### src/rtl/digit_scan_ctrl_pkg.sv
`default_nettype none
// ============================================================================
// Module   : digit_scan_ctrl_pkg
// Purpose  : Shared state encoding, digit geometry and sizing helper for the
//            digit scan controller.
// Revision : 1.0 - initial release
// ============================================================================
package digit_scan_ctrl_pkg;

    localparam logic [1:0] ST_IDLE   = 2'd0;
    localparam logic [1:0] ST_BLANK  = 2'd1;
    localparam logic [1:0] ST_ACTIVE = 2'd2;

    localparam int NUM_DIGITS = 4;
    localparam int SEL_W      = 2;

    function automatic int max2(input int a, input int b);
        return (a > b) ? a : b;
    endfunction

endpackage
`default_nettype wire

### src/rtl/digit_scan_ctrl_scan_timer.sv
`default_nettype none
// ============================================================================
// Module   : digit_scan_ctrl_scan_timer
// Purpose  : Loadable down-counter timing one BLANK or ACTIVE period; flags
//            the final cycle of the period now and on the next cycle.
// Revision : 1.0 - initial release
// ============================================================================
module digit_scan_ctrl_scan_timer #(
    parameter int CNT_W = 4
) (
    input  logic             clk,
    input  logic             rst_n,
    input  logic             load,
    input  logic [CNT_W-1:0] load_val,
    output logic             tc,
    output logic             tc_nxt
);

    logic [CNT_W-1:0] cnt_q;
    logic [CNT_W-1:0] cnt_d;

    // Counts load_val..1; a count of 1 marks the last cycle of the period.
    always_comb begin
        cnt_d = cnt_q;
        if (load) begin
            cnt_d = load_val;
        end else if (cnt_q != '0) begin
            cnt_d = cnt_q - CNT_W'(1);
        end
    end

    always_ff @(posedge clk or negedge rst_n) begin
        if (!rst_n) begin
            cnt_q <= '0;
        end else begin
            cnt_q <= cnt_d;
        end
    end

    assign tc     = (cnt_q == CNT_W'(1));
    assign tc_nxt = (cnt_d == CNT_W'(1));

endmodule
`default_nettype wire

### src/rtl/digit_scan_ctrl.sv
`default_nettype none
// ============================================================================
// Module   : digit_scan_ctrl
// Purpose  : Steps a 2-bit digit select and gates the 2-to-4 decoder enable
//            with a blanking gap and an active period per digit slot.
//            Optional macro DIGIT_SCAN_DIR_EN adds a scan-direction input.
// Revision : 1.0 - initial release
// ============================================================================
module digit_scan_ctrl
    import digit_scan_ctrl_pkg::*;
#(
    parameter int ACTIVE_CYC = 8,
    parameter int BLANK_CYC  = 2
) (
    input  logic             clk,
    input  logic             rst_n,
    input  logic             run,
    input  logic [3:0]       mask,
`ifdef DIGIT_SCAN_DIR_EN
    input  logic             dir,
`endif
    output logic [SEL_W-1:0] sel,
    output logic             en,
    output logic             digit_done,
    output logic             frame_done
);

    localparam int               CNT_W  = $clog2(max2(ACTIVE_CYC, BLANK_CYC) + 1);
    localparam logic [CNT_W-1:0] ACT_LD = CNT_W'(ACTIVE_CYC);
    localparam logic [CNT_W-1:0] BLK_LD = CNT_W'(BLANK_CYC);

    logic [1:0]       state_q, state_d;
    logic [SEL_W-1:0] sel_q, sel_d;
    logic [3:0]       mask_q, mask_d;
    logic             en_q, en_d;
    logic             digit_done_q, digit_done_d;
    logic             frame_done_q, frame_done_d;

    logic             tmr_load;
    logic [CNT_W-1:0] tmr_load_val;
    logic             tmr_tc;
    logic             tmr_tc_nxt;

    logic [SEL_W-1:0] start_sel;
    logic [SEL_W-1:0] step_sel;
    logic [SEL_W-1:0] last_sel;

`ifdef DIGIT_SCAN_DIR_EN
    logic dir_q, dir_d;

    // Direction is latched whenever the next slot index is chosen.
    always_comb begin
        dir_d = dir_q;
        if (((state_q == ST_IDLE) && run) || ((state_q == ST_ACTIVE) && tmr_tc)) begin
            dir_d = dir;
        end
    end

    always_ff @(posedge clk or negedge rst_n) begin
        if (!rst_n) begin
            dir_q <= 1'b0;
        end else begin
            dir_q <= dir_d;
        end
    end

    assign start_sel = dir   ? SEL_W'(NUM_DIGITS - 1) : '0;
    assign step_sel  = dir   ? (sel_q - SEL_W'(1)) : (sel_q + SEL_W'(1));
    assign last_sel  = dir_d ? '0 : SEL_W'(NUM_DIGITS - 1);
`else
    assign start_sel = '0;
    assign step_sel  = sel_q + SEL_W'(1);
    assign last_sel  = SEL_W'(NUM_DIGITS - 1);
`endif

    digit_scan_ctrl_scan_timer #(
        .CNT_W (CNT_W)
    ) u_scan_timer (
        .clk      (clk),
        .rst_n    (rst_n),
        .load     (tmr_load),
        .load_val (tmr_load_val),
        .tc       (tmr_tc),
        .tc_nxt   (tmr_tc_nxt)
    );

    // State register; outputs are registered from next-state values so they
    // line up with the state they describe.
    always_ff @(posedge clk or negedge rst_n) begin
        if (!rst_n) begin
            state_q      <= ST_IDLE;
            sel_q        <= '0;
            mask_q       <= '0;
            en_q         <= 1'b0;
            digit_done_q <= 1'b0;
            frame_done_q <= 1'b0;
        end else begin
            state_q      <= state_d;
            sel_q        <= sel_d;
            mask_q       <= mask_d;
            en_q         <= en_d;
            digit_done_q <= digit_done_d;
            frame_done_q <= frame_done_d;
        end
    end

    always_comb begin
        state_d      = state_q;
        sel_d        = sel_q;
        mask_d       = mask_q;
        tmr_load     = 1'b0;
        tmr_load_val = ACT_LD;
        case (state_q)
            ST_IDLE: begin
                sel_d = '0;
                if (run) begin
                    sel_d    = start_sel;
                    tmr_load = 1'b1;
                    if (BLANK_CYC > 0) begin
                        state_d      = ST_BLANK;
                        tmr_load_val = BLK_LD;
                    end else begin
                        state_d = ST_ACTIVE;
                        mask_d  = mask;
                    end
                end
            end
            ST_BLANK: begin
                if (!run) begin
                    state_d      = ST_IDLE;
                    sel_d        = '0;
                    tmr_load     = 1'b1;
                    tmr_load_val = '0;
                end else if (tmr_tc) begin
                    state_d  = ST_ACTIVE;
                    mask_d   = mask;
                    tmr_load = 1'b1;
                end
            end
            ST_ACTIVE: begin
                // A slot always runs to completion; run only decides what follows.
                if (tmr_tc) begin
                    sel_d    = step_sel;
                    tmr_load = 1'b1;
                    if (!run) begin
                        state_d      = ST_IDLE;
                        sel_d        = '0;
                        tmr_load_val = '0;
                    end else if (BLANK_CYC > 0) begin
                        state_d      = ST_BLANK;
                        tmr_load_val = BLK_LD;
                    end else begin
                        state_d = ST_ACTIVE;
                        mask_d  = mask;
                    end
                end
            end
            default: begin
                state_d = ST_IDLE;
                sel_d   = '0;
            end
        endcase
    end

    always_comb begin
        en_d         = (state_d == ST_ACTIVE) && mask_d[sel_d];
        digit_done_d = (state_d == ST_ACTIVE) && tmr_tc_nxt;
        frame_done_d = digit_done_d && (sel_d == last_sel);
    end

    assign sel        = sel_q;
    assign en         = en_q;
    assign digit_done = digit_done_q;
    assign frame_done = frame_done_q;

endmodule
`default_nettype wire

### config.mk
export PLATFORM = sky130hd
export DESIGN_NAME = digit_scan_ctrl
export DESIGN_NICKNAME = d
export VERILOG_FILES = /design/src/rtl/digit_scan_ctrl_pkg.sv /design/src/rtl/digit_scan_ctrl_scan_timer.sv /design/src/rtl/digit_scan_ctrl.sv
export SDC_FILE = /design/constraint.sdc
export NUM_CORES = 1
export LEC_CHECK = 0
export CORE_ASPECT_RATIO = 0.8
export CORE_UTILIZATION = 57
export CTS_CLUSTER_SIZE = 8
export DETAILED_ROUTE_END_ITERATION = 8
export GPL_TIMING_DRIVEN = 0
export PLACE_DENSITY = 0.82
export SKIP_LAST_GASP = 1
export SYNTH_ARGS = -nofsm -noshare
export SYNTH_HDL_FRONTEND = slang
export SYNTH_SLANG_ARGS = --single-unit
### constraint.sdc
create_clock -name clk -period 5.4 [get_ports clk]
set_input_delay 1.62 -clock clk [delete_from_list [all_inputs] [get_ports clk]]
set_output_delay 1.62 -clock clk [all_outputs]
set_load 0.01 [all_outputs]
[After elaboration in Yosys (flattened, before gate mapping)]
Index checks and enable logic that the tools add are counted.
Word-level totals
  flip-flop bits (word level): 15
  bits of input ports: 7
  output and inout bits: 5
Cells by class
  eq/ne operators: 6
  reduce and logical (&&, ||, !) cells: 5
  $lt $le $gt $ge: 1
  $add $sub $neg: 2
  muxes and demuxes: 26
Operators by type and width (number)
  two-way mux 4 bit: 8
  two-way mux 2 bit: 8
  case mux 4 bit (3 select lines): 1
  equality test 4 x 1 -> 1 bit (second input constant): 2
  equality test 2 bit (second input constant): 3
  case mux 2 bit (3 select lines): 1
  two-way mux 1 bit: 5
  case mux 2 bit (2 select lines): 1
  nonzero test 4 bit: 1
  subtractor 4 x 1 -> 4 bit (second input constant): 1
  logical AND 1 bit: 3
  < comparator 2 x 3 -> 1 bit (second input constant): 1
  case mux 1 bit (3 select lines): 1
  adder 2 x 1 -> 2 bit (second input constant): 1
  binary-select mux 1 bit (select 2 bit): 1
  equality test 2 x 1 -> 1 bit (second input constant): 1
  zero test 2 bit: 1

[Longest topological paths before layout]
  word-level depth: 8
  mapped depth: 8
  gate-level depth less buffers: 8

[Modules after synthesis]
A second synthesis with hierarchy kept.
Unflattened totals
  cell total of the unflattened synthesis: 88
  area, all modules: 962.2 sq um
Modules (own cells, without submodules)
  digit_scan_ctrl: cells each 62, instances 1, area each 694.4 sq um
  digit_scan_ctrl_scan_timer: cells each 26, instances 1, area each 267.8 sq um

[Worst setup path after synthesis]
OpenSTA, ideal clock, no wires.
  path kind: in2reg
  start: input port run
  end: register frame_done_q, in the netlist frame_done
  stages on the path: 6
  arrival: 2932 ps
  data required time: 5304 ps
  path slack: 2373 ps
  library setup time: 96 ps
  path through: clkbuf_1 > and2_1 > o211ai_2 > nand3_1 > or4_4 > nor4_2
On the way
  cells in the longest elaborated chain, start to end: 7
  elaborated cells between the ends (all ways): 23
Ends and longest elaborated chain
  start: declaration: RTL line digit_scan_ctrl.sv:17  | input logic run,
  two-way mux 2 bit: RTL line digit_scan_ctrl.sv:145  | if (!run) begin
  two-way mux 4 bit: RTL line digit_scan_ctrl.sv:142  | if (tmr_tc) begin
  case mux 4 bit (3 select lines): RTL line digit_scan_ctrl.sv:113  | case (state_q)
  two-way mux 4 bit: RTL line digit_scan_ctrl_scan_timer.sv:25  | if (load) begin
  equality test 4 x 1 -> 1 bit: RTL line digit_scan_ctrl_scan_timer.sv:41  | assign tc_nxt = (cnt_d == CNT_W'(1));
  logical AND 1 bit: RTL line digit_scan_ctrl.sv:167  | digit_done_d = (state_d == ST_ACTIVE) && tmr_tc_nxt;
  logical AND 1 bit (*): RTL line digit_scan_ctrl.sv:168  | frame_done_d = digit_done_d && (sel_d == last_sel);
  named net frame_done_d: RTL line digit_scan_ctrl.sv:37  | logic frame_done_q, frame_done_d;
  end signal: assignment: RTL line digit_scan_ctrl.sv:103  | frame_done_q <= frame_done_d;
  end: declaration: RTL line digit_scan_ctrl.sv:37
The timed path passes the listed nets; every way through them passes the cells marked *.

[Worst setup path in the final report]
Ends and elaborated chain as after synthesis.

==> impl_metrics.csv <==
group,metric,value,unit
run_status,run_status,"completed",
timing,timing.max_slew.rel_slack,55.98,%
drt,remaining_drc_errors,0,
synth,yosysWarningCount,0,
final_layout,stdcell_count,133,
final_layout,syn_to_final_growth,16.44,%
synth,synth_cells,98,
final_layout,finalNetCount,127,
worst_hold_path,worst_hold_path_type,"register to register",
setup_path,worst_setup_path_start_kind,"primary input",
setup_path,timing.critical_path.to_type,"register",
final_layout,post_route_cells_drive_above_1_share,11.61,%
placed_design,globalplace.congestion,0.8717,
global_route,grt_start_max_net_pins,16,
timing,timing.setup.tns,0,ns
clock_network,tritoncts_buffers,3,
run,cap_violations,0,
clock_network,postCtsSetupRepairBufs,0,
synth,synth_seq_area_share,40.11,%
die,die_w,47.31,µm
timing,fmax,336.2,MHz
clock_network,worst_skew_pair.late_latency,0.28,ns
setup_path,crit_arrival,3.17,ns
drt,met3WireLength,81,µm
drt,drt_pre_antenna_iters,4,
timing,final_period_minus_worst_setup_slack,2.974,ns
clock_network,ctsHtreeMaxLevel,1,
clock_network,cts_clk_pin_slew_worst_paths,0.09,ns
clock_network,clk_path_buf_depth,2,
setup_path,critical_path.max_fanout,9,
placed_design,dp_cells,129,
timing,fin_skew,0.005174,ns
drt,route.detailed.vias_per_inst,5.932,
clock_network,cts_num_sinks,15,
global_route,global_route_wire_length_before_repair,3.263,mm
timing,total_setup_violations_reported_at_the_end_of_the_flow,0,
synth,synth.avg_cell_area,9.550,µm²
synth,synth.ff_latch_count,15,
synth,synthesis.area,935.9,µm²
clock_network,ctsHoldBuffers,0,
placed_design,port-buffer-count,10,
clock_network,cts_tree,"done",
clock_network,cts-root-buf,"sky130_fd_sc_hd__clkbuf_4",
final_layout,filler_cell_count,125,
die,initial_utilization,64.26,%
drt,met2_length,842,µm
timing,post-route-period-util,55.08,%
drt,routedLengthMet1,1.010,mm
die,fp.dieArea,0.001809,mm²
power_and_ir_drop,p_leak,0.4771,nW
setup_path,crit_required,5.59,ns
drt,route.antenna.remaining_nets,0,
die,placementRows,12,
timing,rsz0062_at_grt,"false",
drt,dr_total_vias,789,
global_route,global_route.usage.total,26.78,%
timing,measured_slew_at_the_worst_slew_check_pin,0.6583,ns
final_layout,n_antenna_cell,0,
synth,synth.distinct_cells,34,
setup_path,critical_path_class,"primary input to register",
timing,final-hold-violation-count,0,
placed_design,post_dp_cell_area,0.001062,mm²
global_route,overflow_left_after_global_routing,0,
placed_design,hpwlAfterDp,1.487,mm
die,die_h,38.24,µm
drt,detail_route.iter0.violations,36,
drt,wirelength,1.946,mm
die,design.portCount,12,
synth,synth.net_count,112,
final_layout,final_standard_cell_area_without_fillers,0.001090,mm²
timing,report.final.slew_viol_count,0,
global_route,grt_antenna_before_repair,0,
clock_network,cts_repair_resized_insts,0,
power_and_ir_drop,power-per-cell-area,435.1,mW/mm²
global_route,vias_in_the_first_global_route,760,
drt,topRoutingLayerUsed,"met4",
power_and_ir_drop,ir_worst_vdd,0.0003378,V
die,design.core.area,0.001456,mm²
drt,drt-wirelength-per-cell,14.63,µm
where the power goes:
| group | internal (W) | leakage (nW) | total [W] | switching [W] |
|---|---|---|---|---|
| clock | 0.0000275 | 0.0177 | 0.0000628 | 0.0000353 |
| sequential | 0.000145 | 0.196 | 0.000167 | 0.0000221 |
| combinational | 0.000103 | 0.263 | 0.000244 | 0.000142 |
cell usage in the layout (no fill, tap or decap), types with 2 or more instances in the layout:
cell type / netlist / final
sky130_fd_sc_hd__a31oi_1: 3 / 3
sky130_fd_sc_hd__o311ai_0: 2 / 2
sky130_fd_sc_hd__clkbuf_4: 0 / 3
sky130_fd_sc_hd__nor3_1: 4 / 4
sky130_fd_sc_hd__dfrtp_1: 15 / 15
sky130_fd_sc_hd__ha_1: 7 / 7
sky130_fd_sc_hd__inv_1: 10 / 10
sky130_fd_sc_hd__nand2_1: 7 / 7
sky130_fd_sc_hd__o21ai_0: 6 / 6
sky130_fd_sc_hd__mux2_2: 2 / 2
sky130_fd_sc_hd__o211ai_1: 3 / 3
sky130_fd_sc_hd__a21oi_1: 7 / 7
sky130_fd_sc_hd__nor2_1: 5 / 5
sky130_fd_sc_hd__nand3_1: 5 / 5
sky130_fd_sc_hd__clkdlybuf4s50_1: 0 / 10
sky130_fd_sc_hd__or3_1: 2 / 2
registers in the layout (all words and copies together) (netlist names):
name and flops:
sel 2, u_scan_timer.cnt_q 4, frame_done 1, mask_q 4, digit_done 1, state_q 2
en 1
kinds of logic (layout without fill, tap and decap cells):
kind of cell | Yosys count | in the layout | synth area share (%)
fa+ha+maj | 7 | 7 | 9.358
compound gates | 27 | 27 | 19.52
flops | 15 | 15 | 40.11
buf+inv | 12 | 26 | 5.615
simple gates | 34 | 34 | 22.06
mux | 2 | 2 | 2.406
xor+xnor | 1 | 1 | 0.9360
metrics by stage:
| step | power, W | hold slack, ns | worst slack (ns) | utilization, % |
|---|---|---|---|---|
| floorplan | 0.0003542 | 0.4704 | 2.373 | - |
| global placement | 0.0003971 | 0.4809 | 2.167 | 72.94 |
| detailed placement | 0.0004096 | 0.4883 | 2.169 | 72.94 |
| CTS | 0.0004748 | 0.5103 | 2.429 | 74.83 |
| global route | 0.0005155 | 0.5186 | 2.268 | 74.83 |
| finish | 0.0004741 | 0.5038 | 2.426 | 74.83 |
worst max-delay path, cell delays in order:
cell and delay [ns]:
sky130_fd_sc_hd__clkbuf_1 0.28, sky130_fd_sc_hd__nand2_1 0.16, sky130_fd_sc_hd__o21ai_0 0.19, sky130_fd_sc_hd__a21oi_1 0.13, sky130_fd_sc_hd__or4_4 0.53, sky130_fd_sc_hd__nor4_2 0.26
routing by layer:
layer	vias to the layer above	track usage, %
li1	390	-
met1	382	37.80
met2	15	41.78
met3	2	7.075
met4	0	4.286
met5	-	0
cells in the mapped netlist (all sizes together):
cell / instances / area [µm²]
ha: 7 / 87.58
nand2: 7 / 26.28
o211ai: 4 / 35.03
clkbuf: 1 / 3.750
nor3b: 1 / 12.51
and2: 1 / 6.260
nor4b: 1 / 8.760
buf: 1 / 11.26
o311ai: 2 / 17.52
a31oi: 3 / 18.77
xnor2: 1 / 8.760
or3: 2 / 12.51
o2111a: 1 / 11.26
nand4b: 1 / 8.760
nand2b: 1 / 6.260
a211oi: 1 / 7.510
nor4: 1 / 12.51
a2bb2oi: 1 / 8.760
a32o: 1 / 10.01
or4: 1 / 11.26
nor3: 4 / 20.02
nor2: 5 / 18.77
nor2b: 1 / 6.260
nand3: 5 / 25.02
inv: 10 / 37.54
a21oi: 7 / 35.03
nand4bb: 1 / 11.26
o21ai: 6 / 30.03
dfrtp: 15 / 375.4
o32ai: 1 / 8.760
mux2: 2 / 22.52
or3b: 2 / 20.02
worst paths after layout:
kind,startpoint,end,slack (ns),cells past startpoint
max,run,frame_done,2.43,6
min,mask_q[1],mask_q[1],0.50,1
max reg2reg,u_scan_timer.cnt_q[1],frame_done,3.09,7
min reg2reg,mask_q[1],mask_q[1],0.50,1
max in group asynchronous,rst_n,state_q[0],3.24,1
min in group asynchronous,rst_n,u_scan_timer.cnt_q[1],1.74,1
layout make-up:
| cell class | count | area, µm² | share of cell area (%) |
|---|---|---|---|
| well taps | 21 | 26.28 | 2.411 |
| inverters | 10 | 37.54 | 3.444 |
| multi-input cells | 71 | 508.0 | 46.61 |
| clock inverters | 1 | 5.005 | 0.4592 |
| flip-flops and latches | 15 | 375.4 | 34.44 |
| plain buffers | 2 | 15.01 | 1.378 |
| clock buffers | 3 | 22.52 | 2.067 |
| repair buffers | 10 | 100.1 | 9.185 |
Power figures use the tool's default switching activity.
